===== src/rtl/seq_game_pkg.sv =====
// seq_game_pkg: shared state encoding and LFSR constants for the button-press game
package seq_game_pkg;

    typedef enum logic [2:0] {IDLE, NEWPAT, SHOW, WAIT, RESULT, PASS, FAIL} state_t;

    localparam logic [7:0] LFSR_TAPS = 8'hB8;
    localparam logic [7:0] LFSR_SEED = 8'hA5;

endpackage


===== src/rtl/lfsr8.sv =====
// lfsr8: free-running 8-bit Galois LFSR; a nonzero seed keeps it off the all-zero state
module lfsr8
    import seq_game_pkg::*;
(
    input  logic       CLK,
    input  logic       RST,
    output logic [7:0] Q
);

    // shift right, folding the taps back in whenever a one drops out of bit 0
    always_ff @(posedge CLK or posedge RST)
        if (RST) Q <= LFSR_SEED;
        else     Q <= Q[0] ? (Q >> 1) ^ LFSR_TAPS : Q >> 1;

endmodule


===== src/rtl/seq_pattern_gen.sv =====
// seq_pattern_gen: shows a random target, waits for the player's submit and scores the checker's match
module seq_pattern_gen
    import seq_game_pkg::*;
#(
    parameter logic [31:0] SHOW_BASE   = 32'd100_000_000,
    parameter logic [31:0] SHOW_STEP   = 32'd6_000_000,
    parameter logic [31:0] SHOW_MIN    = 32'd10_000_000,
    parameter logic [31:0] TIMEOUT_CYC = 32'd500_000_000,
    parameter logic [31:0] RESULT_WIN  = 32'd12,
    parameter logic [3:0]  MAX_LEVEL   = 4'd15
) (
    input  logic       CLK,
    input  logic       RST,
    input  logic       START_BTN,
    input  logic       SUB_BTN,
    input  logic       MATCH,
    output logic [7:0] TARGET,
    output logic [7:0] LEDS,
    output logic [7:0] SCORE,
    output logic [3:0] LEVEL,
    output logic       ACTIVE,
    output logic       PASS_P,
    output logic       FAIL_P
);

    state_t      state, state_nx;
    logic [31:0] cnt, cnt_nx;
    logic [7:0]  target_nx, score_nx;
    logic [3:0]  level_nx;
    logic [7:0]  lfsr_q;
    logic        start_q, sub_q, start_e, sub_e;
    logic [31:0] dec, show_len;

    lfsr8 u_lfsr (
        .CLK (CLK),
        .RST (RST),
        .Q   (lfsr_q)
    );

    // the window shrinks per level; the clamp fires before the subtraction could wrap
    assign dec      = 32'(LEVEL) * SHOW_STEP;
    assign show_len = (SHOW_BASE > SHOW_MIN && dec < SHOW_BASE - SHOW_MIN) ? SHOW_BASE - dec : SHOW_MIN;

    // registered rising-edge pulses, one cycle behind the buttons like the checker's GO
    always_ff @(posedge CLK or posedge RST)
        if (RST) begin
            start_q <= 1'b0;
            sub_q   <= 1'b0;
            start_e <= 1'b0;
            sub_e   <= 1'b0;
        end else begin
            start_q <= START_BTN;
            sub_q   <= SUB_BTN;
            start_e <= START_BTN & ~start_q;
            sub_e   <= SUB_BTN & ~sub_q;
        end

    // state, phase counter, target and scoring registers
    always_ff @(posedge CLK or posedge RST)
        if (RST) begin
            state  <= IDLE;
            cnt    <= '0;
            TARGET <= '0;
            SCORE  <= '0;
            LEVEL  <= '0;
        end else begin
            state  <= state_nx;
            cnt    <= cnt_nx;
            TARGET <= target_nx;
            SCORE  <= score_nx;
            LEVEL  <= level_nx;
        end

    // next-state, counter reloads and per-state outputs
    always_comb begin
        state_nx  = state;
        cnt_nx    = cnt;
        target_nx = TARGET;
        score_nx  = SCORE;
        level_nx  = LEVEL;
        LEDS      = '0;
        ACTIVE    = 1'b0;
        PASS_P    = 1'b0;
        FAIL_P    = 1'b0;
        case (state)
            IDLE: if (start_e) begin
                score_nx = '0;
                level_nx = '0;
                state_nx = NEWPAT;
            end
            NEWPAT: begin
                ACTIVE    = 1'b1;
                target_nx = lfsr_q;
                cnt_nx    = show_len - 32'd1;
                state_nx  = SHOW;
            end
            SHOW: begin
                ACTIVE   = 1'b1;
                LEDS     = TARGET;
                state_nx = (cnt == '0) ? WAIT : SHOW;
                cnt_nx   = (cnt == '0) ? TIMEOUT_CYC - 32'd1 : cnt - 32'd1;
            end
            WAIT: begin
                ACTIVE   = 1'b1;
                state_nx = sub_e ? RESULT : (cnt == '0) ? FAIL : WAIT;
                cnt_nx   = sub_e ? RESULT_WIN - 32'd1 : cnt - 32'd1;
            end
            RESULT: begin
                ACTIVE   = 1'b1;
                state_nx = MATCH ? PASS : (cnt == '0) ? FAIL : RESULT;
                cnt_nx   = cnt - 32'd1;
            end
            PASS: begin
                PASS_P   = 1'b1;
                score_nx = (SCORE == 8'hFF) ? SCORE : SCORE + 8'd1;
                level_nx = (LEVEL >= MAX_LEVEL) ? MAX_LEVEL : LEVEL + 4'd1;
                state_nx = NEWPAT;
            end
            FAIL: begin
                FAIL_P   = 1'b1;
                level_nx = '0;
                state_nx = IDLE;
            end
            default: state_nx = IDLE;
        endcase
    end

endmodule


===== config.mk =====
export PLATFORM = sky130hd
export DESIGN_NAME = seq_pattern_gen
export DESIGN_NICKNAME = d
export VERILOG_FILES = /design/src/rtl/seq_game_pkg.sv /design/src/rtl/lfsr8.sv /design/src/rtl/seq_pattern_gen.sv
export SDC_FILE = /design/constraint.sdc
export NUM_CORES = 1
export LEC_CHECK = 0
export CORE_ASPECT_RATIO = 0.75
export CORE_MARGIN = 2
export CORE_UTILIZATION = 65
export CTS_CLUSTER_DIAMETER = 80
export CTS_CLUSTER_SIZE = 16
export DETAILED_ROUTE_END_ITERATION = 7
export GPL_TIMING_DRIVEN = 0
export PLACE_DENSITY = 0.83
export SYNTH_ARGS = -nofsm -noshare
export SYNTH_HDL_FRONTEND = slang
export SYNTH_SLANG_ARGS = --single-unit

===== constraint.sdc =====
create_clock -name CLK -period 12.5 [get_ports CLK]
set_clock_uncertainty 0.05 [all_clocks]
set_input_delay 3.75 -clock CLK [delete_from_list [all_inputs] [get_ports CLK]]
set_output_delay 3.75 -clock CLK [all_outputs]
set_load 0.01 [all_outputs]

==> metrics list <==
- Outcome: complete, no violations
- Once the clock tree was built, the resizer swapped 0 gates to a different size.
* Fraction of the mapped netlist area in compound gates: 24.3%
- In this run the most used layer during global routing was met2.
- Worst reg2reg setup slack: 7.16 ns
* Count of input and output buffers: 35
* Placer Congestion: 1.03
* Fraction of the yosys area taken by sequential cells: 29.5%
* Synth Instances: 710
* Cells taking the most area after synthesis: sky130_fd_sc_hd__dfrtp_1 (28%), sky130_fd_sc_hd__ha_1 (7.2%), sky130_fd_sc_hd__nand2_1 (5.7%)
- Sequential cells burn 25.9% of the power.
* Floorplan die area: 9550 µm²
- Unrepaired setup endpoints after global routing: false
- The count of nets left with antenna violations once routing finished came out at 0.
- Switching pwr: 0.000625 W
- Hold buffer count at cts: 0
- Leakage: 2.81 nW
* Total standard cell area after synthesis: 5700 µm²
- Clock tree synthesis found a total of 67 sinks.
- For the worst setup path, the data arrival time is 3.19 ns.
- Fraction of met3 tracks used by global routing: 7.29%
* Minimum clock period: 6.99 ns
- In this run the horizontal extent of the chip is 112 µm.
- Of the available clock period, the critical path in the final layout requires 55.9%.
- Congestion Overflow GR: 0
- Measured against its own limit, the worst slew margin works out to 31.1%.
- The total count of max-transition violations in the final report came to 0.
- Global routing consumed, on the met1 layer, 47.3% of the routing resources.
* All-layer global routing usage: 33.3%
- Standard-cell rows: 29
- Effective utilization at floorplan: 67.2%
- The via count of the first global-routing pass was 5417.
- Synthesized-area fraction occupied by adder cells: 7.94%
- After clock tree synthesis, the clock-pin slew on the worst setup and hold paths is 0.06 ns.
* Root buffer cell: sky130_fd_sc_hd__clkbuf_16
- Max Fclk: 0.143 GHz
* Fraction of final layout cells with drive strength greater than 1: 7.48%
- Share of cell area taken by muxes after synthesis: 0.526%
- Summing the areas of all xor and xnor instances in the mapped netlist gives 7.33% of the synthesized area.
- Data on the critical path is required at its endpoint by 8.70 ns.
- Kind of capture point of the worst setup path: primary output
- Internal Pwr Total: 0.000660 W
- CTS max path bufs: 2
- Share of total power in combinational logic: 55.0%
- Net count of the mapped netlist: 750
- Total clock buffers created by CTS: 9
- The final count of hold timing violations was 0.
- Post-synth top cells: sky130_fd_sc_hd__nand2_1 (87), sky130_fd_sc_hd__nor2_1 (69), sky130_fd_sc_hd__dfrtp_1 (63), sky130_fd_sc_hd__a21oi_1 (54), sky130_fd_sc_hd__o21ai_0 (52)
- Final number of setup-violating endpoints: 0
- Yosys printed 0 warnings.
- For this run, asynchronously set or reset flops after synthesis account for 100%.
- FILL cells: 634
- Post-synthesis cell type with the largest combined area: sky130_fd_sc_hd__dfrtp_1
- Dividing the detail-routed via count by the number of cells gives 6.59.
- The worst setup path is launched from a register.
* Worst Max-Slew Pin Slew: 1.02 ns
- Height of the die: 85.1 µm
- Number of nets in the layout: 797
- Clock tree from TritonCTS: yes
- Max H-tree Level: 3
- Worst stage delay on the critical path: 0.83 ns
- Post-Route Utilization: 76.6%
- Detailed placement finished with a half-perimeter wire length of 11600 µm.
- Along the worst path, the maximum fanout reaches 10.
- Summing the areas of all and, or, nand and nor instances in the mapped netlist gives 27.3% of the synthesized area.
- In the global route stage, met2 resource usage came out at 51.2%.
* Count of routing violations after the opening detailed-route iteration: 547
- Total Neg Setup Slack: 0 ns
* Worst setup path class: reg2out
- The first global-routing pass estimated 26000 µm of wire.
- For this run, design rule violations remaining after detail routing come to 0.
- Max capacitance violation total: 0
* Syn Area/Cell: 8.03 µm²
- Count of inserted antenna diode cells: 0
* Top Ports: 36
* Pwr dens: 198 nW/µm²
- Detailed-route wire length: 15600 µm
* Synthesized flop and latch total: 67
- Number of antenna violations at the first check in global routing: 0
- After clock tree synthesis, the setup repair step added 0 buffers.
- Cell with the most instances after synthesis: sky130_fd_sc_hd__nand2_1
- The area growth from synthesis to layout is 14.0%.
- The critical path goes through nand2b_1 -> o21ai_0 -> nor2_1 -> inv_2 -> clkbuf_1 -> clkdlybuf4s50_1.
* Predominant post-synthesis flop cell: sky130_fd_sc_hd__dfrtp_1
* Number of instances in the placed design: 854
* Area share of the largest cell type after synthesis: 27.6%
* Switching part of the total: 48.6%
- After the flow finishes, the layout carries non-filler instances totaling 870.
- Number of flops mapped to enable cells by yosys: 0
* Number of distinct library cell variants in the gate-level netlist after synthesis: 88
* Total number of vias: 5731
- Number of optimization iterations in the first detailed-route pass: 5
- Dividing the detail-routed wire length by the instance count gives 17.9 µm.
- The min-delay analysis places its worst path in the category reg2reg.
* Largest net degree at the start of global routing: 41
* Clock group share of total power: 19.2%
- Core outline area: 8490 µm²
* Combinational family with the most area after synthesis: simple AND/OR/NAND/NOR gates
- Across the VDD grid, the largest voltage drop is 192 µV.
- Crit-path slowest cell: sky130_fd_sc_hd__o21ai_0
- At the later pin of the worst-skew pair, clock insertion delay measures 0.34 ns.
cell usage in the layout, fill, tap and decap left out, types with 5 or more instances in the layout:
cell type,count
sky130_fd_sc_hd__and3_1,7
sky130_fd_sc_hd__and4_1,5
sky130_fd_sc_hd__a22oi_1,5
sky130_fd_sc_hd__o21a_1,6
sky130_fd_sc_hd__xnor2_1,20
sky130_fd_sc_hd__inv_1,14
sky130_fd_sc_hd__ha_1,33
sky130_fd_sc_hd__nor2b_1,13
sky130_fd_sc_hd__or3_1,10
sky130_fd_sc_hd__clkdlybuf4s50_1,35
sky130_fd_sc_hd__clkbuf_1,24
sky130_fd_sc_hd__nor4_1,7
sky130_fd_sc_hd__o21ai_0,52
sky130_fd_sc_hd__clkbuf_16,9
sky130_fd_sc_hd__o211ai_1,7
sky130_fd_sc_hd__and2_1,21
sky130_fd_sc_hd__xor2_1,24
sky130_fd_sc_hd__a21oi_1,54
sky130_fd_sc_hd__a21o_1,6
sky130_fd_sc_hd__a211oi_1,6
sky130_fd_sc_hd__nor2_1,69
sky130_fd_sc_hd__nand4_1,13
sky130_fd_sc_hd__o22a_1,5
sky130_fd_sc_hd__nand3_1,21
sky130_fd_sc_hd__o22ai_1,6
sky130_fd_sc_hd__dfrtp_1,63
sky130_fd_sc_hd__nand2_1,87
sky130_fd_sc_hd__nor3_1,22
sky130_fd_sc_hd__a31oi_1,10
logic make-up (layout without fill, tap and decap cells):
kind of cell	Yosys count	after routing
adders and majority gates	35	35
and+or+nand+nor	306	306
AOI/OAI and AO/OA	207	207
DFF	67	67
buffers and inverters	46	98
xor gates and xnor gates	46	46
muxes	3	3
state kept, by name, indices dropped and copies added, names as in the netlist:
signal    cells
TARGET        8
sub_q         1
SCORE         8
LEVEL         4
sub_e         1
cnt          32
start_e       1
start_q       1
u_lfsr.Q      8
state         3
metrics by stage:
stage	worst slack (ns)	hold WS, ns	instance area [µm²]	total power, W
after global placement	5.95	0.306	6190	0.000987
after detailed placement	5.99	0.325	6210	0.00101
final	5.51	0.334	6500	0.00129
after global routing	5.42	0.348	6500	0.00137
after CTS	5.61	0.336	6500	0.00126
after floorplan	7.02	0.304	5700	0.000826
power groups by stage:
stage	Sequential, W	Combinational, W	Clock [W]
2_1_floorplan	0.000316	0.000510	0
3_3_place_gp	0.000328	0.000659	0
3_5_place_dp	0.000332	0.000681	0
4_1_cts	0.000329	0.000688	0.000248
5_1_grt	0.000340	0.000776	0.000257
6_report	0.000332	0.000707	0.000246
final cells by class:
| type | count | area (µm²) | area share [%] |
|---|---|---|---|
| Clock buffer | 11 | 253 | 3.89 |
| Inverter | 17 | 63.8 | 0.981 |
| Clock inverter | 5 | 42.5 | 0.654 |
| Sequential cell | 67 | 1680 | 25.9 |
| Buffer | 29 | 118 | 1.81 |
| Tap cell | 108 | 135 | 2.08 |
| Timing Repair Buffer | 36 | 370 | 5.69 |
| Multi-Input combinational cell | 597 | 3840 | 59.0 |
final timing paths:
path                                  startpoint               endpoint  depth (start not counted)
setup / recovery            state[1]$_DFFE_PP0P_                 ACTIVE                          6
hold / removal             u_lfsr.Q[3]$_DFF_PP0_  u_lfsr.Q[2]$_DFF_PP1_                          0
setup reg to reg            LEVEL[2]$_DFFE_PP0P_    cnt[25]$_DFFE_PP0P_                         17
hold reg to reg            u_lfsr.Q[3]$_DFF_PP0_  u_lfsr.Q[2]$_DFF_PP1_                          0
max in group asynchronous                    RST  u_lfsr.Q[0]$_DFF_PP1_                          3
min in group asynchronous                    RST  u_lfsr.Q[4]$_DFF_PP0_                          2
metal layers:
| layer | part of all wire [%] | vias to the layer above |
|---|---|---|
| met5 | 0 | - |
| met4 | 1.5 | 0 |
| met3 | 8.5 | 25 |
| met2 | 44 | 280 |
| met1 | 46 | 2737 |
| li1 | - | 2689 |
worst max-delay path, delay by kind of cell (launching register included):
family | cells | cell delay [ns]
AOI/OAI and AO/OA | 1 | 0.83
buffers and inverters | 3 | 1.24
DFF | 1 | 0.39
and+or+nand+nor | 2 | 0.38
Power figures use the tool's default switching activity.
